File: src/rtl/fetch_line_responder_pkg.sv
`default_nettype none
// ============================================================================
// Module  : fetch_line_responder_pkg
// Brief   : Shared fetch-path types, defaults and line-address helpers.
// Revision: 1.0 - initial release
// ============================================================================
package fetch_line_responder_pkg;

  // Default backing-memory line size in bytes.
  localparam int LINE_BYTES_DEF = 32;

  // Responder control states.
  typedef enum logic [1:0] {
    ST_IDLE      = 2'd0,
    ST_FILL_REQ  = 2'd1,
    ST_FILL_WAIT = 2'd2,
    ST_RESP      = 2'd3
  } state_t;

  // Line-aligned base of a byte address (offset bits cleared).
  function automatic logic [31:0] line_base(input logic [31:0] addr, input int off_w);
    return addr & ~((32'd1 << off_w) - 32'd1);
  endfunction

  // Tag part of a byte address, right-justified.
  function automatic logic [31:0] line_tag(input logic [31:0] addr, input int off_w);
    return addr >> off_w;
  endfunction

  // 32-bit word index within the line; zero when a line holds one word.
  function automatic int unsigned word_index(input logic [31:0] addr, input int off_w);
    logic [31:0] off;
    off = addr & ((32'd1 << off_w) - 32'd1);
    return int'(off >> 2);
  endfunction

endpackage
`default_nettype wire

File: src/rtl/fetch_line_responder_if.sv
`default_nettype none
// ============================================================================
// Module  : fetch_line_responder_if
// Brief   : Word request/response bus plus line-fill bus of the responder.
// Revision: 1.0 - initial release
// ============================================================================
interface fetch_line_responder_if
  import fetch_line_responder_pkg::*;
#(
  parameter int LINE_W = LINE_BYTES_DEF * 8
);
  // Word side (initiator -> responder)
  logic              mem_req_valid;
  logic [31:0]       mem_req_addr;
  logic              mem_req_ready;
  logic              mem_resp_valid;
  logic [31:0]       mem_resp_data;
  // Line side (responder -> backing memory)
  logic              line_req_valid;
  logic [31:0]       line_req_addr;
  logic              line_req_ready;
  logic              line_resp_valid;
  logic [LINE_W-1:0] line_resp_data;

  // Responder view.
  modport slave (
    input  mem_req_valid, mem_req_addr, line_req_ready, line_resp_valid, line_resp_data,
    output mem_req_ready, mem_resp_valid, mem_resp_data, line_req_valid, line_req_addr
  );

  // Environment view: word initiator plus backing memory.
  modport master (
    output mem_req_valid, mem_req_addr, line_req_ready, line_resp_valid, line_resp_data,
    input  mem_req_ready, mem_resp_valid, mem_resp_data, line_req_valid, line_req_addr
  );

endinterface
`default_nettype wire

File: src/rtl/fetch_line_responder.sv
`default_nettype none
// ============================================================================
// Module  : fetch_line_responder
// Brief   : Single-line caching memory responder for the fetch path. Hits
//           answer the cycle after acceptance; misses fill the whole line
//           from the line-granular backing port, then answer.
// Revision: 1.0 - initial release
// ============================================================================
module fetch_line_responder
  import fetch_line_responder_pkg::*;
#(
  parameter int LINE_BYTES = LINE_BYTES_DEF,
  parameter int LINE_W     = LINE_BYTES * 8,
  parameter int OFF_W      = $clog2(LINE_BYTES)
) (
  input  wire logic               clk,
  input  wire logic               rst_n,
  input  wire logic               invalidate,
  fetch_line_responder_if.slave   bus,
  output logic [31:0]             hit_cnt,
  output logic [31:0]             miss_cnt
);

  localparam int TAG_W = 32 - OFF_W;
  localparam int WORDS = LINE_BYTES / 4;

  // Select the 32-bit word addressed by 'addr' out of a full line.
  function automatic logic [31:0] pick_word(input logic [LINE_W-1:0] line,
                                            input logic [31:0]       addr);
    int unsigned idx;
    logic [31:0] w;
    idx = word_index(addr, OFF_W);
    w   = '0;
    for (int i = 0; i < WORDS; i++) begin
      if (idx == unsigned'(i)) w = line[i*32 +: 32];
    end
    return w;
  endfunction

  state_t            r_state;
  logic              r_line_valid;
  logic              r_stale;
  logic [TAG_W-1:0]  r_tag;
  logic [LINE_W-1:0] r_line;
  logic [31:0]       r_addr;
  logic              r_req_ready;
  logic              r_resp_valid;
  logic [31:0]       r_resp_data;
  logic              r_line_req_valid;
  logic [31:0]       r_line_req_addr;
  logic [31:0]       r_hit_cnt;
  logic [31:0]       r_miss_cnt;

  logic [TAG_W-1:0]  w_req_tag;
  logic              w_accept;
  logic              w_hit;
  logic [31:0]       w_hit_word;
  logic [31:0]       w_fill_word;

  assign w_req_tag   = TAG_W'(line_tag(bus.mem_req_addr, OFF_W));
  assign w_accept    = (r_state == ST_IDLE) && bus.mem_req_valid;
  // A flush in the acceptance cycle forces a miss even on a tag match.
  assign w_hit       = r_line_valid && (r_tag == w_req_tag) && !invalidate;
  assign w_hit_word  = pick_word(r_line, bus.mem_req_addr);
  assign w_fill_word = pick_word(bus.line_resp_data, r_addr);

  // Control FSM with registered bus outputs, line buffer and tag state.
  always_ff @(posedge clk or negedge rst_n) begin
    if (!rst_n) begin
      r_state          <= ST_IDLE;
      r_line_valid     <= 1'b0;
      r_stale          <= 1'b0;
      r_tag            <= '0;
      r_line           <= '0;
      r_addr           <= '0;
      r_req_ready      <= 1'b1;
      r_resp_valid     <= 1'b0;
      r_resp_data      <= '0;
      r_line_req_valid <= 1'b0;
      r_line_req_addr  <= '0;
    end else begin
      r_resp_valid <= 1'b0;
      r_resp_data  <= '0;
      case (r_state)
        ST_IDLE: begin
          if (invalidate) r_line_valid <= 1'b0;
          if (bus.mem_req_valid) begin
            r_addr      <= bus.mem_req_addr;
            r_req_ready <= 1'b0;
            if (w_hit) begin
              r_state      <= ST_RESP;
              r_resp_valid <= 1'b1;
              r_resp_data  <= w_hit_word;
            end else begin
              r_state          <= ST_FILL_REQ;
              r_line_req_valid <= 1'b1;
              r_line_req_addr  <= line_base(bus.mem_req_addr, OFF_W);
            end
          end
        end
        ST_FILL_REQ: begin
          // A flush during the fill marks the incoming line as stale.
          if (invalidate) begin
            r_stale      <= 1'b1;
            r_line_valid <= 1'b0;
          end
          if (bus.line_req_ready) begin
            r_state          <= ST_FILL_WAIT;
            r_line_req_valid <= 1'b0;
            r_line_req_addr  <= '0;
          end
        end
        ST_FILL_WAIT: begin
          if (invalidate) begin
            r_stale      <= 1'b1;
            r_line_valid <= 1'b0;
          end
          if (bus.line_resp_valid) begin
            // The demand word is still served from a stale fill, but the
            // line is not kept valid for later requests.
            r_line       <= bus.line_resp_data;
            r_tag        <= r_addr[31:OFF_W];
            r_line_valid <= !(r_stale || invalidate);
            r_state      <= ST_RESP;
            r_resp_valid <= 1'b1;
            r_resp_data  <= w_fill_word;
          end
        end
        ST_RESP: begin
          if (invalidate) r_line_valid <= 1'b0;
          r_state     <= ST_IDLE;
          r_stale     <= 1'b0;
          r_req_ready <= 1'b1;
        end
        default: begin
          r_state     <= ST_IDLE;
          r_req_ready <= 1'b1;
        end
      endcase
    end
  end

  // Saturating hit/miss counters, stepped at request acceptance.
  always_ff @(posedge clk or negedge rst_n) begin
    if (!rst_n) begin
      r_hit_cnt  <= '0;
      r_miss_cnt <= '0;
    end else if (w_accept) begin
      if (w_hit) begin
        if (r_hit_cnt != 32'hFFFF_FFFF) r_hit_cnt <= r_hit_cnt + 32'd1;
      end else begin
        if (r_miss_cnt != 32'hFFFF_FFFF) r_miss_cnt <= r_miss_cnt + 32'd1;
      end
    end
  end

  assign bus.mem_req_ready  = r_req_ready;
  assign bus.mem_resp_valid = r_resp_valid;
  assign bus.mem_resp_data  = r_resp_data;
  assign bus.line_req_valid = r_line_req_valid;
  assign bus.line_req_addr  = r_line_req_addr;
  assign hit_cnt            = r_hit_cnt;
  assign miss_cnt           = r_miss_cnt;

endmodule
`default_nettype wire

File: src/flat_wrapper.sv
// flat-port wrapper written by rule: the top's interface ports become plain ports
module fetch_line_responder_flat import fetch_line_responder_pkg::*;
#(
  parameter int LINE_BYTES = LINE_BYTES_DEF,
  parameter int LINE_W     = LINE_BYTES * 8,
  parameter int OFF_W      = $clog2(LINE_BYTES)
)
  (clk, rst_n, invalidate, hit_cnt, miss_cnt, bus_mem_req_valid, bus_mem_req_addr, bus_line_req_ready, bus_line_resp_valid, bus_line_resp_data, bus_mem_req_ready, bus_mem_resp_valid, bus_mem_resp_data, bus_line_req_valid, bus_line_req_addr);
  fetch_line_responder_if #(.LINE_W(LINE_W)) bus_i ();
  input  wire logic clk;
  input  wire logic rst_n;
  input  wire logic invalidate;
  output logic [31:0] hit_cnt;
  output logic [31:0] miss_cnt;
  input wire logic [$bits(bus_i.mem_req_valid)-1:0] bus_mem_req_valid;
  input wire logic [$bits(bus_i.mem_req_addr)-1:0] bus_mem_req_addr;
  input wire logic [$bits(bus_i.line_req_ready)-1:0] bus_line_req_ready;
  input wire logic [$bits(bus_i.line_resp_valid)-1:0] bus_line_resp_valid;
  input wire logic [$bits(bus_i.line_resp_data)-1:0] bus_line_resp_data;
  output wire logic [$bits(bus_i.mem_req_ready)-1:0] bus_mem_req_ready;
  output wire logic [$bits(bus_i.mem_resp_valid)-1:0] bus_mem_resp_valid;
  output wire logic [$bits(bus_i.mem_resp_data)-1:0] bus_mem_resp_data;
  output wire logic [$bits(bus_i.line_req_valid)-1:0] bus_line_req_valid;
  output wire logic [$bits(bus_i.line_req_addr)-1:0] bus_line_req_addr;
  assign bus_i.mem_req_valid = bus_mem_req_valid;
  assign bus_i.mem_req_addr = bus_mem_req_addr;
  assign bus_i.line_req_ready = bus_line_req_ready;
  assign bus_i.line_resp_valid = bus_line_resp_valid;
  assign bus_i.line_resp_data = bus_line_resp_data;
  assign bus_mem_req_ready = bus_i.mem_req_ready;
  assign bus_mem_resp_valid = bus_i.mem_resp_valid;
  assign bus_mem_resp_data = bus_i.mem_resp_data;
  assign bus_line_req_valid = bus_i.line_req_valid;
  assign bus_line_req_addr = bus_i.line_req_addr;
  fetch_line_responder #(.LINE_BYTES(LINE_BYTES), .LINE_W(LINE_W), .OFF_W(OFF_W)) u_core (.clk(clk), .rst_n(rst_n), .invalidate(invalidate), .bus(bus_i), .hit_cnt(hit_cnt), .miss_cnt(miss_cnt));
endmodule
File: config.mk
export PLATFORM = sky130hd
export DESIGN_NAME = fetch_line_responder_flat
export DESIGN_NICKNAME = d
export VERILOG_FILES = /design/src/rtl/fetch_line_responder_pkg.sv /design/src/rtl/fetch_line_responder_if.sv /design/src/rtl/fetch_line_responder.sv /design/src/flat_wrapper.sv
export SDC_FILE = /design/constraint.sdc
export NUM_CORES = 1
export LEC_CHECK = 0
export CORE_ASPECT_RATIO = 1.4
export CORE_MARGIN = 5
export CORE_UTILIZATION = 45
export DETAILED_ROUTE_END_ITERATION = 8
export MAX_ROUTING_LAYER = met4
export PLACE_DENSITY = 0.77
export SLEW_MARGIN = 10
export SYNTH_ARGS = -nofsm -noshare
export SYNTH_HDL_FRONTEND = slang
export SYNTH_SLANG_ARGS = --single-unit
File: constraint.sdc
create_clock -name clk -period 6.7 [get_ports clk]
set_clock_uncertainty 0.2 [all_clocks]
set_input_delay 1.005 -clock clk [delete_from_list [all_inputs] [get_ports clk]]
set_output_delay 1.005 -clock clk [all_outputs]
set_load 0.1 [all_outputs]
==> key figures <==
CTS
  – Clk_lat worst skew: between 500 and 600 ps
  – CTS buffer count: 45
  – Post-CTS Setup Repair Bufs: 0
  – Clock tree from TritonCTS: done
  – Clock Path Buffers: 3
  – Root Buffer: clkbuf_16
  – Clk slew on worst S/H paths: approximately 60 ps
  – H-tree depth: 2
  – Post-CTS resize count: 0
  – Clock Sink Count: ~440
  – Cts hold-fix bufs: 0

Timing
  – Final Hold Fails: 0
  – Tcrit/Tclk final: 0.5993
  – Worst slew pin tran: around 1200 ps
  – Worst rel slew slack: 0.1936
  – Setup TNS: 0 ps
  – Min Clock Period, post-route: 4015 ps
  – Final slew viol count: 0
  – Final setup viols: 0
  – Fmax: approximately 250 MHz
  – RSZ-0062 raised after global routing: false

Worst setup path
  – Element type at the critical path end: flip-flop
  – Critical path class: in -> reg
  – R2R setup slack: between 3000 and 4000 ps
  – Crit path max fanout: 23
  – Crit path required time: 6930 ps
  – Arrival time at the worst endpoint: ~4300 ps
  – CP Launch Type: primary input
  – Worst r2r src: u_core.r_addr[4]
  – Reg-to-reg endpoint: u_core.bus.mem_resp_data[8]
  – Cell count of the worst reg-to-reg path: 5

Routing
  – Initial detailed-routing violation count: roughly 1,400
  – DR vias: approximately 19,000
  – Drt via density: between 5 and 6
  – Post-route DRC: 0
  – First-pass detailed-route iteration total: 6
  – Post-DRT Antenna Nets: 0
  – Total Wirelength: approximately 71,000 µm
  – Avg WL per Cell: 21.15 µm

Synth
  – Seq cells post-synth: between 400 and 500
  – FFs w/ async S/R, synth: 1.000
  – Synth Flop Type: dfrtp_1
  – Average size of a mapped cell: roughly 9.3 µm²
  – Mapped Cells: about 2,300
  – Seq/Total Area, Yosys: 0.5124
  – Yosys warning total: 0
  – Count of flip-flops with a built-in enable after synthesis: 0
  – Yosys cell types: 57
  – Synth Cell Area: roughly 0.022 mm²

Die
  – Initial core utilization: 0.4528
  – Io pins: about 430
  – Placeable Area: between 0.04 and 0.05 mm²
  – Num rows: 95
  – Die Wd: slightly below 200 µm
  – DIE HEIGHT: between 200 and 300 µm
  – Die area: roughly 0.053 mm²

Global routing
  – Gr usage total: 0.2694
  – Largest net degree at the start of global routing: 251
  – Global-route wire length before repair: 111,000 µm
  – Initial antenna violation count: 27
  – Number of global-route vias before repair: about 20,000
  – Gr ovfl total: 0

Pwr
  – Pwr dens: between 400 and 500 mW/mm²
  – Final Power: 11.87 mW
  – Worst VDD drop: ~0.55 mV
  – LEAKAGE: between 10 and 15 nW

Place
  – Final HPWL DP: between 40,000 and 50,000 µm
  – Number of port buffers: 417
  – RePlAce Congestion: around 0.86

Final layout
  – Final #Nets: 2,964
  – Area Growth Syn to Fin: 28.09%
  – Share of cells above drive strength 1: 0.07610
  – Most common cell after layout, fill and taps aside: nand2_1
  – Fill cell total of the finished layout: roughly 4,100
  – Most frequent cells in the layout: nand2_1, dfrtp_1, clkdlybuf4s50_1

Worst hold path
  – Worst hold path type: reg -> reg
  – Endpoint, Worst Hold: u_core.r_tag[16]
  – Hold wc startpoint: u_core.r_addr[21]
  – Hold depth: 2

Outcome
  – Run status: finished clean

Run
  – Max-cap viol count: 0
[final cells by class]
class                      instances  area, µm²  share of cell area
inverter                          21      78.83            0.002844
clock inverter                    15      142.6            0.005147
clock buffer                      63       1254             0.04524
antenna                           29      72.57            0.002619
sequential                       443      11090              0.4002
timing repair buffer             439       4409              0.1591
tap                              630      788.3             0.02844
multi-input combinational       1713       9877              0.3564
[synthesized netlist by cell type (all sizes together) (6+ instances only)]
library cell,count,share of area
o221ai,29,0.012
a21o,6,0.0021
mux2,42,0.022
o21ai,104,0.024
nor2,87,0.015
ha,7,0.0040
clkbuf,122,0.021
nand3,25,0.0058
a22o,35,0.014
buf,35,0.0083
and3,18,0.0054
nor3,23,0.0058
dfrtp,442,0.51
and2,8,0.0023
nor4,18,0.0061
xnor2,56,0.023
mux4,48,0.050
nor2b,9,0.0026
xor2,32,0.013
nand2,880,0.15
a21oi,93,0.022
inv,20,0.0035
a221oi,12,0.0049
a211o,25,0.010
nand4,40,0.012
o22ai,12,0.0035
mux2i,72,0.033
[metrics by stage]
| stage | instance area [µm²] | hold slack, ps | instances | worst slack, ps | util |
|---|---|---|---|---|---|
| floorplan | 21650 | 233.1 | 2334 | 3472 | - |
| global placement | 26250 | 242.7 | 3246 | 2306 | 0.5493 |
| detailed placement | 26250 | 249.0 | 3246 | 2198 | 0.5493 |
| CTS | 27640 | 263.6 | 3324 | 2786 | 0.5785 |
| global route | 27710 | 286.1 | 3352 | 2597 | 0.5799 |
| finish | 27710 | 263.7 | 3353 | 2685 | 0.5800 |
[registers in the layout, indices dropped and copies added (netlist names)]
signal and count:
u_core.r_line 256, u_core.bus.mem_resp_data 32, u_core.hit_cnt 32, u_core.miss_cnt 32, u_core.r_addr 30, u_core.bus.line_req_addr 27
u_core.r_tag 27, u_core.r_state 2, u_core.bus.line_req_valid 1, u_core.bus.mem_req_ready 1, u_core.bus.mem_resp_valid 1, u_core.r_line_valid 1
u_core.r_stale 1
[kinds of logic after synthesis]
family          share of synthesized area
simple gates                       0.2144
flops                              0.5124
compound gates                    0.09513
buf+inv                           0.03308
mux                                0.1051
xor+xnor                          0.03562
fa+ha+maj                        0.004048
other cells                     0.0001733
[worst max path at each step]
| stage | depth (start not counted) | end | slack (ps) | start |
|---|---|---|---|---|
| floorplan | 8 | u_core.miss_cnt[2] | 3470 | u_core.miss_cnt[0] |
| global placement | 7 | u_core.hit_cnt[1] | 2310 | bus_mem_req_addr[29] |
| detailed placement | 7 | u_core.bus.line_req_addr[19] | 2200 | bus_mem_req_addr[25] |
| CTS | 7 | u_core.bus.line_req_addr[26] | 2790 | bus_mem_req_addr[25] |
| global route | 7 | u_core.hit_cnt[12] | 2600 | bus_mem_req_addr[28] |
| finish | 7 | u_core.hit_cnt[1] | 2680 | bus_mem_req_addr[24] |
[routing by layer]
metal  part of all wire  GRT usage  up-vias
met1               0.39     0.3308     9409
met5                  0          -        -
met4              0.051     0.1432        0
li1                   -          -     8558
met3              0.071    0.04296      203
met2               0.49     0.4301      869
[power breakdown]
part / total (mW) / internal [mW] / leakage [nW] / switching [mW]
logic: 5.03 / 1.73 / 6.50 / 3.29
clock network: 2.45 / 1.39 / 0.695 / 1.07
registers: 4.39 / 3.73 / 5.64 / 0.665
total: 11.9 / 6.84 / 12.8 / 5.03
[worst max-delay path: stages]
cell,delay (ps)
clkdlybuf4s50_1,480
xnor2_1,290
nand4_1,160
nor4_2,530
nand4_1,910
nor2_1,470
mux2_2,380
No activity file was read; power rests on OpenSTA's default activity.
